**src/rtl/fetch_pkg.sv**
```systemverilog
// -----------------------------------------------------------------------------
// fetch_pkg
//   Shared types and constants for the instruction-fetch stage.
//   - fetch_entry_t  : {pc, insn} pair at the default 32/32 widths
//   - FETCH_BASEADDR : default reset PC
//   - FETCH_INC      : default PC step per fetch
//   - clog2()        : ceiling log2 for sizing pointers and counters
// -----------------------------------------------------------------------------
package fetch_pkg;

  localparam int          FETCH_AWIDTH   = 32;
  localparam int          FETCH_DWIDTH   = 32;
  localparam logic [31:0] FETCH_BASEADDR = 32'h0100_0000;
  localparam logic [31:0] FETCH_INC      = 32'd4;

  typedef struct packed {
    logic [FETCH_AWIDTH-1:0] pc;
    logic [FETCH_DWIDTH-1:0] insn;
  } fetch_entry_t;

  // Ceiling log2; clog2(1) = 0.
  function automatic int clog2(input int n);
    int r;
    r = 0;
    for (int v = n - 1; v > 0; v = v >> 1) r++;
    return r;
  endfunction

endpackage

```
**src/rtl/fetch_fifo.sv**
```systemverilog
// -----------------------------------------------------------------------------
// fetch_fifo
//   Synchronous FIFO used for both the in-order PC tag queue and the prefetch
//   data FIFO. Flush empties it in one cycle and wins over push/pop. A push
//   into a full FIFO is accepted only if a pop happens in the same cycle; a
//   pop from an empty FIFO is ignored.
// Parameters
//   DEPTH    entries (power of 2, >= 2)
//   entry_t  stored type
// Ports
//   clk, rst    clock, synchronous active-high reset
//   push        write push_data at the tail
//   push_data   entry to write
//   pop         drop the head entry
//   flush       discard all entries
//   head        entry at the head (stale when count == 0)
//   count       number of valid entries, 0..DEPTH
// -----------------------------------------------------------------------------
module fetch_fifo
  import fetch_pkg::*;
#(
  parameter int  DEPTH   = 4,
  parameter type entry_t = fetch_entry_t
) (
  input  logic                  clk,
  input  logic                  rst,
  input  logic                  push,
  input  entry_t                push_data,
  input  logic                  pop,
  input  logic                  flush,
  output entry_t                head,
  output logic [clog2(DEPTH):0] count
);

  localparam int PW = clog2(DEPTH);

  entry_t          mem [DEPTH];
  logic [PW-1:0]   wr_ptr;
  logic [PW-1:0]   rd_ptr;
  logic            full;
  logic            empty;
  logic            do_push;
  logic            do_pop;

  assign empty   = (count == '0);
  assign full    = (count == (PW+1)'(DEPTH));
  assign do_pop  = pop && !empty;
  assign do_push = push && (!full || do_pop);
  assign head    = mem[rd_ptr];

  // NOTE: state registers use non-blocking assignments so every flop samples
  // pre-edge values regardless of statement order.
  always_ff @(posedge clk) begin
    if (rst || flush) begin
      wr_ptr <= '0;
      rd_ptr <= '0;
      count  <= '0;
    end else begin
      if (do_push) wr_ptr <= wr_ptr + PW'(1);
      if (do_pop)  rd_ptr <= rd_ptr + PW'(1);
      count <= count + (PW+1)'(do_push) - (PW+1)'(do_pop);
    end
  end

  // NOTE: the storage array is deliberately not reset; entries are only ever
  // read behind a non-zero count, so clearing it would cost logic for nothing.
  always_ff @(posedge clk) begin
    if (do_push) mem[wr_ptr] <= push_data;
  end

endmodule

```
**src/rtl/fetch_unit.sv**
```systemverilog
// -----------------------------------------------------------------------------
// fetch_unit
//   Instruction-fetch stage. Issues sequential PCs to instruction memory over
//   a valid/ready request channel, collects in-order responses into a
//   DEPTH-entry prefetch FIFO of {pc, insn} pairs and drains them to decode
//   over valid/ready. A redirect reloads the PC, flushes queued work and marks
//   every response still in flight to be discarded.
//
//   A request is only issued when (outstanding + fifo entries) < DEPTH, so
//   each response is guaranteed a FIFO slot and is always accepted.
//
// Parameters
//   DWIDTH, AWIDTH, BASEADDR (reset PC), DEPTH (power of 2, >= 2), INC
// Ports
//   clk, rst                 clock, synchronous active-high reset
//   redirect_i/redirect_pc_i load a new PC and flush
//   req_valid_o/req_ready_i/req_addr_o   memory request channel
//   rsp_valid_i/rsp_data_i   in-order memory responses
//   pc_o/insn_o/valid_o/ready_i          decode channel (head of FIFO)
// Configuration
//   FETCH_PERF_EN  adds perf_fetched_o (pops) and perf_stall_o (cycles with
//                  ready_i && !valid_o), both saturating 32-bit counters.
// -----------------------------------------------------------------------------
module fetch_unit
  import fetch_pkg::*;
#(
  parameter int                DWIDTH   = FETCH_DWIDTH,
  parameter int                AWIDTH   = FETCH_AWIDTH,
  parameter logic [AWIDTH-1:0] BASEADDR = AWIDTH'(FETCH_BASEADDR),
  parameter int                DEPTH    = 4,
  parameter logic [AWIDTH-1:0] INC      = AWIDTH'(FETCH_INC)
) (
  input  logic              clk,
  input  logic              rst,
  input  logic              redirect_i,
  input  logic [AWIDTH-1:0] redirect_pc_i,
  output logic              req_valid_o,
  input  logic              req_ready_i,
  output logic [AWIDTH-1:0] req_addr_o,
  input  logic              rsp_valid_i,
  input  logic [DWIDTH-1:0] rsp_data_i,
  output logic [AWIDTH-1:0] pc_o,
  output logic [DWIDTH-1:0] insn_o,
  output logic              valid_o,
  input  logic              ready_i
`ifdef FETCH_PERF_EN
  ,
  output logic [31:0]       perf_fetched_o,
  output logic [31:0]       perf_stall_o
`endif
);

  // Counter width able to hold 0..DEPTH.
  localparam int           CW       = clog2(DEPTH) + 1;
  localparam logic [CW:0]  DEPTH_CR = (CW+1)'(DEPTH);

  typedef struct packed {
    logic [AWIDTH-1:0] pc;
    logic [DWIDTH-1:0] insn;
  } entry_t;

  logic [AWIDTH-1:0] pc_next;
  logic [CW-1:0]     outstanding;
  logic [CW-1:0]     outstanding_nxt;
  logic [CW-1:0]     drop;
  logic [CW:0]       credit_used;
  logic              issue;
  logic              rsp_keep;
  logic              pop;

  logic [AWIDTH-1:0] tag_head;
  logic [CW-1:0]     tag_count;
  entry_t            fifo_head;
  entry_t            fifo_push_data;
  logic [CW-1:0]     fifo_count;

  // NOTE: every signal driven here gets a value on every path, so no latch
  // can be inferred.
  always_comb begin
    credit_used     = {1'b0, outstanding} + {1'b0, fifo_count};
    req_valid_o     = !rst && !redirect_i && (credit_used < DEPTH_CR);
    req_addr_o      = pc_next;
    issue           = req_valid_o && req_ready_i;
    // A response with nothing in the tag queue can only be stale; discard it.
    rsp_keep        = rsp_valid_i && (drop == '0) && !redirect_i && (tag_count != '0);
    valid_o         = (fifo_count != '0);
    // A pop in a redirect cycle is dropped: the head is being flushed anyway.
    pop             = valid_o && ready_i && !redirect_i;
    outstanding_nxt = outstanding + CW'(issue) - CW'(rsp_valid_i);
    fifo_push_data  = '{pc: tag_head, insn: rsp_data_i};
    pc_o            = valid_o ? fifo_head.pc   : '0;
    insn_o          = valid_o ? fifo_head.insn : '0;
  end

  always_ff @(posedge clk) begin
    if (rst) begin
      pc_next     <= BASEADDR;
      outstanding <= '0;
      drop        <= '0;
    end else begin
      outstanding <= outstanding_nxt;
      if (redirect_i) begin
        pc_next <= redirect_pc_i;
        // Everything still in flight after this cycle belongs to the old path.
        drop    <= outstanding_nxt;
      end else begin
        if (issue) pc_next <= pc_next + INC;
        if (rsp_valid_i && (drop != '0)) drop <= drop - CW'(1);
      end
    end
  end

  // PC of every live request, in issue order; consumed as responses arrive.
  fetch_fifo #(
    .DEPTH   (DEPTH),
    .entry_t (logic [AWIDTH-1:0])
  ) u_tag_q (
    .clk       (clk),
    .rst       (rst),
    .push      (issue),
    .push_data (pc_next),
    .pop       (rsp_keep),
    .flush     (redirect_i),
    .head      (tag_head),
    .count     (tag_count)
  );

  fetch_fifo #(
    .DEPTH   (DEPTH),
    .entry_t (entry_t)
  ) u_data_q (
    .clk       (clk),
    .rst       (rst),
    .push      (rsp_keep),
    .push_data (fifo_push_data),
    .pop       (pop),
    .flush     (redirect_i),
    .head      (fifo_head),
    .count     (fifo_count)
  );

`ifdef FETCH_PERF_EN
  always_ff @(posedge clk) begin
    if (rst) begin
      perf_fetched_o <= '0;
      perf_stall_o   <= '0;
    end else begin
      if (pop && (perf_fetched_o != '1))
        perf_fetched_o <= perf_fetched_o + 32'd1;
      if (ready_i && !valid_o && (perf_stall_o != '1))
        perf_stall_o <= perf_stall_o + 32'd1;
    end
  end
`endif

endmodule

```
**config.mk**
```make
export PLATFORM = sky130hd
export DESIGN_NAME = fetch_unit
export DESIGN_NICKNAME = d
export VERILOG_FILES = /design/src/rtl/fetch_pkg.sv /design/src/rtl/fetch_fifo.sv /design/src/rtl/fetch_unit.sv
export SDC_FILE = /design/constraint.sdc
export NUM_CORES = 1
export LEC_CHECK = 0
export ABC_AREA = 1
export BUFFER_PORTS_ARGS = -buffer_cell sky130_fd_sc_hd__buf_2
export CORE_ASPECT_RATIO = 1.1
export CORE_MARGIN = 4
export CORE_UTILIZATION = 40
export CTS_BUF_LIST = sky130_fd_sc_hd__clkbuf_16
export CTS_CLUSTER_DIAMETER = 150
export DETAILED_ROUTE_END_ITERATION = 8
export PLACE_DENSITY_LB_ADDON = 0.3
export SYNTH_ARGS = -nofsm -noshare
export SYNTH_HDL_FRONTEND = slang
export SYNTH_SLANG_ARGS = --single-unit
```
**constraint.sdc**
```tcl
create_clock -name clk -period 5.8 [get_ports clk]
set_clock_uncertainty 0.15 [all_clocks]
set_input_delay 0 -clock clk [delete_from_list [all_inputs] [get_ports clk]]
set_output_delay 0 -clock clk [all_outputs]
set_load 0.02 [all_outputs]
```
==> summary.md <==
| Metric | Value |
|---|---|
| Top Ports | `168` |
| Synthesized Nets | `1,694` |
| Die Span X | `210 microns` |
| Synth area leaders | `edfxtp_1, nor2_1, dfxtp_1` |
| Pwr Density | `305 nW/um^2` |
| Ys Warns | `0` |
| CP Launch Type | `flop` |
| Mapped Cells | `1,602` |
| Post-Route Utilization | `0.500` |
| Row cnt | `81` |
| Peak supply drop | `0.000260 V` |
| Final Max Slew Viols | `0` |
| Die Span Y | `230 microns` |
| Worst EP required | `6.12 ns` |
| RSZ-0062 raised after global routing | `false` |
| Core area | `44,400 sq um` |
| Tmin final | `3.93 ns` |
| Die area | `48,300 sq um` |
| Slew @ Worst Pin | `1.17 ns` |
| Buffers added on ports | `167` |
| Final setup vio count | `0` |
| CP Capture Type | `flop` |
| WL final | `44.0 mm` |
| Number of global-route vias before repair | `12,478` |
| Unique masters post-synth | `36` |
| DRC Markers | `0` |
| Fraction of layout cells with a size suffix above 1 | `0.143` |
| Setup ws final | `1.87 ns` |
| Initial Util | `0.404` |
| Post-synthesis register bit count | `440` |
| Outcome | `complete, no violations` |
| Routed via count | `12,682` |
| Worst min-delay path category | `in -> reg` |
| Sequential fraction of the synthesis area | `0.705` |
| Setup TNS | `0 ns` |
| Total CTS buffers | `45` |
| CP Class | `reg -> reg` |
| DRT iter0 DRCs | `1,186` |
| Max Cap Violations | `0` |
| Total GRT Usage | `0.177` |
| EDFF count, synth | `384` |
| Top cell type's share of synthesized area | `0.642` |
| CTS sink cnt | `440` |
| CTS tree | `built` |
| Initial antenna violation count | `1` |
| H-tree Lvls | `2` |
| Resized Gates After CTS | `0` |
| Average size of a mapped cell | `11.2 sq um` |
| CTS max path bufs | `3` |
| CP max FO | `27` |
| Nets@finish | `1,977` |
| Final worst-path cycle share | `0.677` |
| Largest net degree at the start of global routing | `102` |
| WP data arrival | `4.24 ns` |
| Post-synth top flop | `edfxtp_1` |
| Final antenna-violating net count | `0` |
| DR WL/cell | `17.6 microns` |
| Final Wtd Congestion | `0.843` |
| Power, Total | `6770 uW` |
| TritonRoute pass-1 iters | `6` |
| Yosys top cell by area | `edfxtp_1` |
| Commonest non-fill, non-tap cell in the layout | `nor2_1` |
| Pre-CTS WS | `2.35 ns` |
| Clock transition at path regs | `0.06 ns` |
| Max frequency | `255 MHz` |
| FFs w/ async S/R, synth | `0` |
| Root buffer cell | `clkbuf_16` |
| Clk_lat worst skew | `0.58 ns` |
| Dpl hpwl | `25.2 mm` |
| Vias per Instance | `5.07` |
| Synth Cell Area | `18,000 sq um` |
| Grt total ovfl | `0` |
| First-pass GRT wire length | `68.4 mm` |
| Hold Vio Cnt, Final | `0` |
| Area grow syn2layout | `23.6%` |
| Static leakage | `0.00821 uW` |
| Relative slew slack | `0.216` |
| Most frequent cells in the layout | `nor2_1, edfxtp_1, o21ai_0, buf_2, nand2_1` |
-- layer usage --
metal / share of wire / vias up / GRT usage
met2: 0.48 / 421 / 0.296
met4: 0.016 / 0 / 0.0400
met1: 0.44 / 6079 / 0.241
li1: - / 6125 / -
met3: 0.062 / 57 / 0.0336
met5: 0 / - / 0
-- state kept, by name, summed over array words and instances, names as in the netlist, named ones only --
signal	count
u_tag_q.rd_ptr	2
u_data_q.mem	256
drop	3
u_tag_q.wr_ptr	2
outstanding	3
u_tag_q.count	3
req_addr_o	32
u_data_q.wr_ptr	2
u_data_q.rd_ptr	2
u_data_q.count	3
u_tag_q.mem	128
-- through the flow --
step	cells	cell area, sq um	hold slack (ns)
global placement	2286	19400	0.0707
finish	2500	22200	0.0345
global route	2498	22200	0.0181
floorplan	1602	18000	-0.0511
CTS	2497	22200	0.000175
detailed placement	2286	19400	0.0723
-- cell usage after synthesis (2+ instances only) --
| cell | instances |
|---|---|
| nor2_1 | 404 |
| xor2_1 | 13 |
| nor2_2 | 2 |
| inv_2 | 2 |
| nand2_1 | 138 |
| a31oi_1 | 5 |
| buf_1 | 17 |
| fa_1 | 3 |
| o21ai_1 | 3 |
| o21bai_1 | 2 |
| dfxtp_1 | 56 |
| o21ai_0 | 219 |
| a21oi_1 | 97 |
| inv_1 | 85 |
| o22ai_1 | 32 |
| edfxtp_1 | 384 |
| nor3_1 | 2 |
| clkbuf_1 | 56 |
| nand3_1 | 34 |
| o211ai_1 | 4 |
| xnor2_1 | 3 |
| nand2_2 | 3 |
| buf_4 | 2 |
| buf_2 | 5 |
| ha_1 | 19 |
| nand4_1 | 2 |
-- what timing repair did --
item | 4_1_cts | 5_1_grt
hold buffers | 133 | 0
setup buffers | 0 | 0
hold endpoints to repair | 176 | 0
-- cell families (layout without fill, tap and decap cells) --
family / Yosys count / count (layout) / share of synthesized area
buffers and inverters: 169 / 483 / 0.0365
other: 0 / 3 / 0
AO/OA/AOI/OAI: 366 / 366 / 0.106
AND/OR/NAND/NOR: 589 / 589 / 0.128
flip-flops: 440 / 440 / 0.705
XOR/XNOR: 16 / 16 / 0.00781
adder cells (fa/ha/maj): 22 / 22 / 0.0166
-- worst max-delay path, stage by stage, from the launching register on --
cell	delay [ns]
dfxtp_1	0.41
ha_1	0.26
inv_1	0.07
nand2_2	0.07
nor3_4	0.95
nor2_2	0.34
nand2_1	0.17
nand2_1	0.11
a21oi_1	0.12
dlygate4sd3_1	0.56
nor2_1	0.04
dlygate4sd3_1	0.57
-- where the power goes --
part	leakage [uW]	switching (uW)	internal (uW)	total [uW]
sequential	0.00395	59.0	3480	3540
combinational	0.00353	181	149	331
clock	0.000735	1200	1700	2900
total	0.00821	1440	5330	6770
-- final timing paths --
kind | startpoint | end | slack (ns) | cells past startpoint
worst max-delay path | u_data_q.count[2]$_SDFF_PP0_ | req_addr_o[11]$_SDFFE_PP0N_ | 1.87 | 11
worst max register to register | u_data_q.count[2]$_SDFF_PP0_ | req_addr_o[11]$_SDFFE_PP0N_ | 1.87 | 11
worst min-delay path | rsp_data_i[4] | u_data_q.mem[0][4]$_DFFE_PP_ | 0.03 | 2
worst min register to register | u_data_q.rd_ptr[1]$_SDFFE_PP0P_ | flop | 0.31 | 2
-- cell type report --
type,count,area (sq um)
Timing Repair Buffer,317,2290
Inverter,88,330
Clock inverter,33,362
Tap cell,581,727
Multi-Input combinational cell,993,4680
Clock buffer,45,1130
Fill cell,3846,22200
Antenna cell,3,7.51
Sequential cell,440,12700
Note: power is estimated with default switching activity, not from simulation.
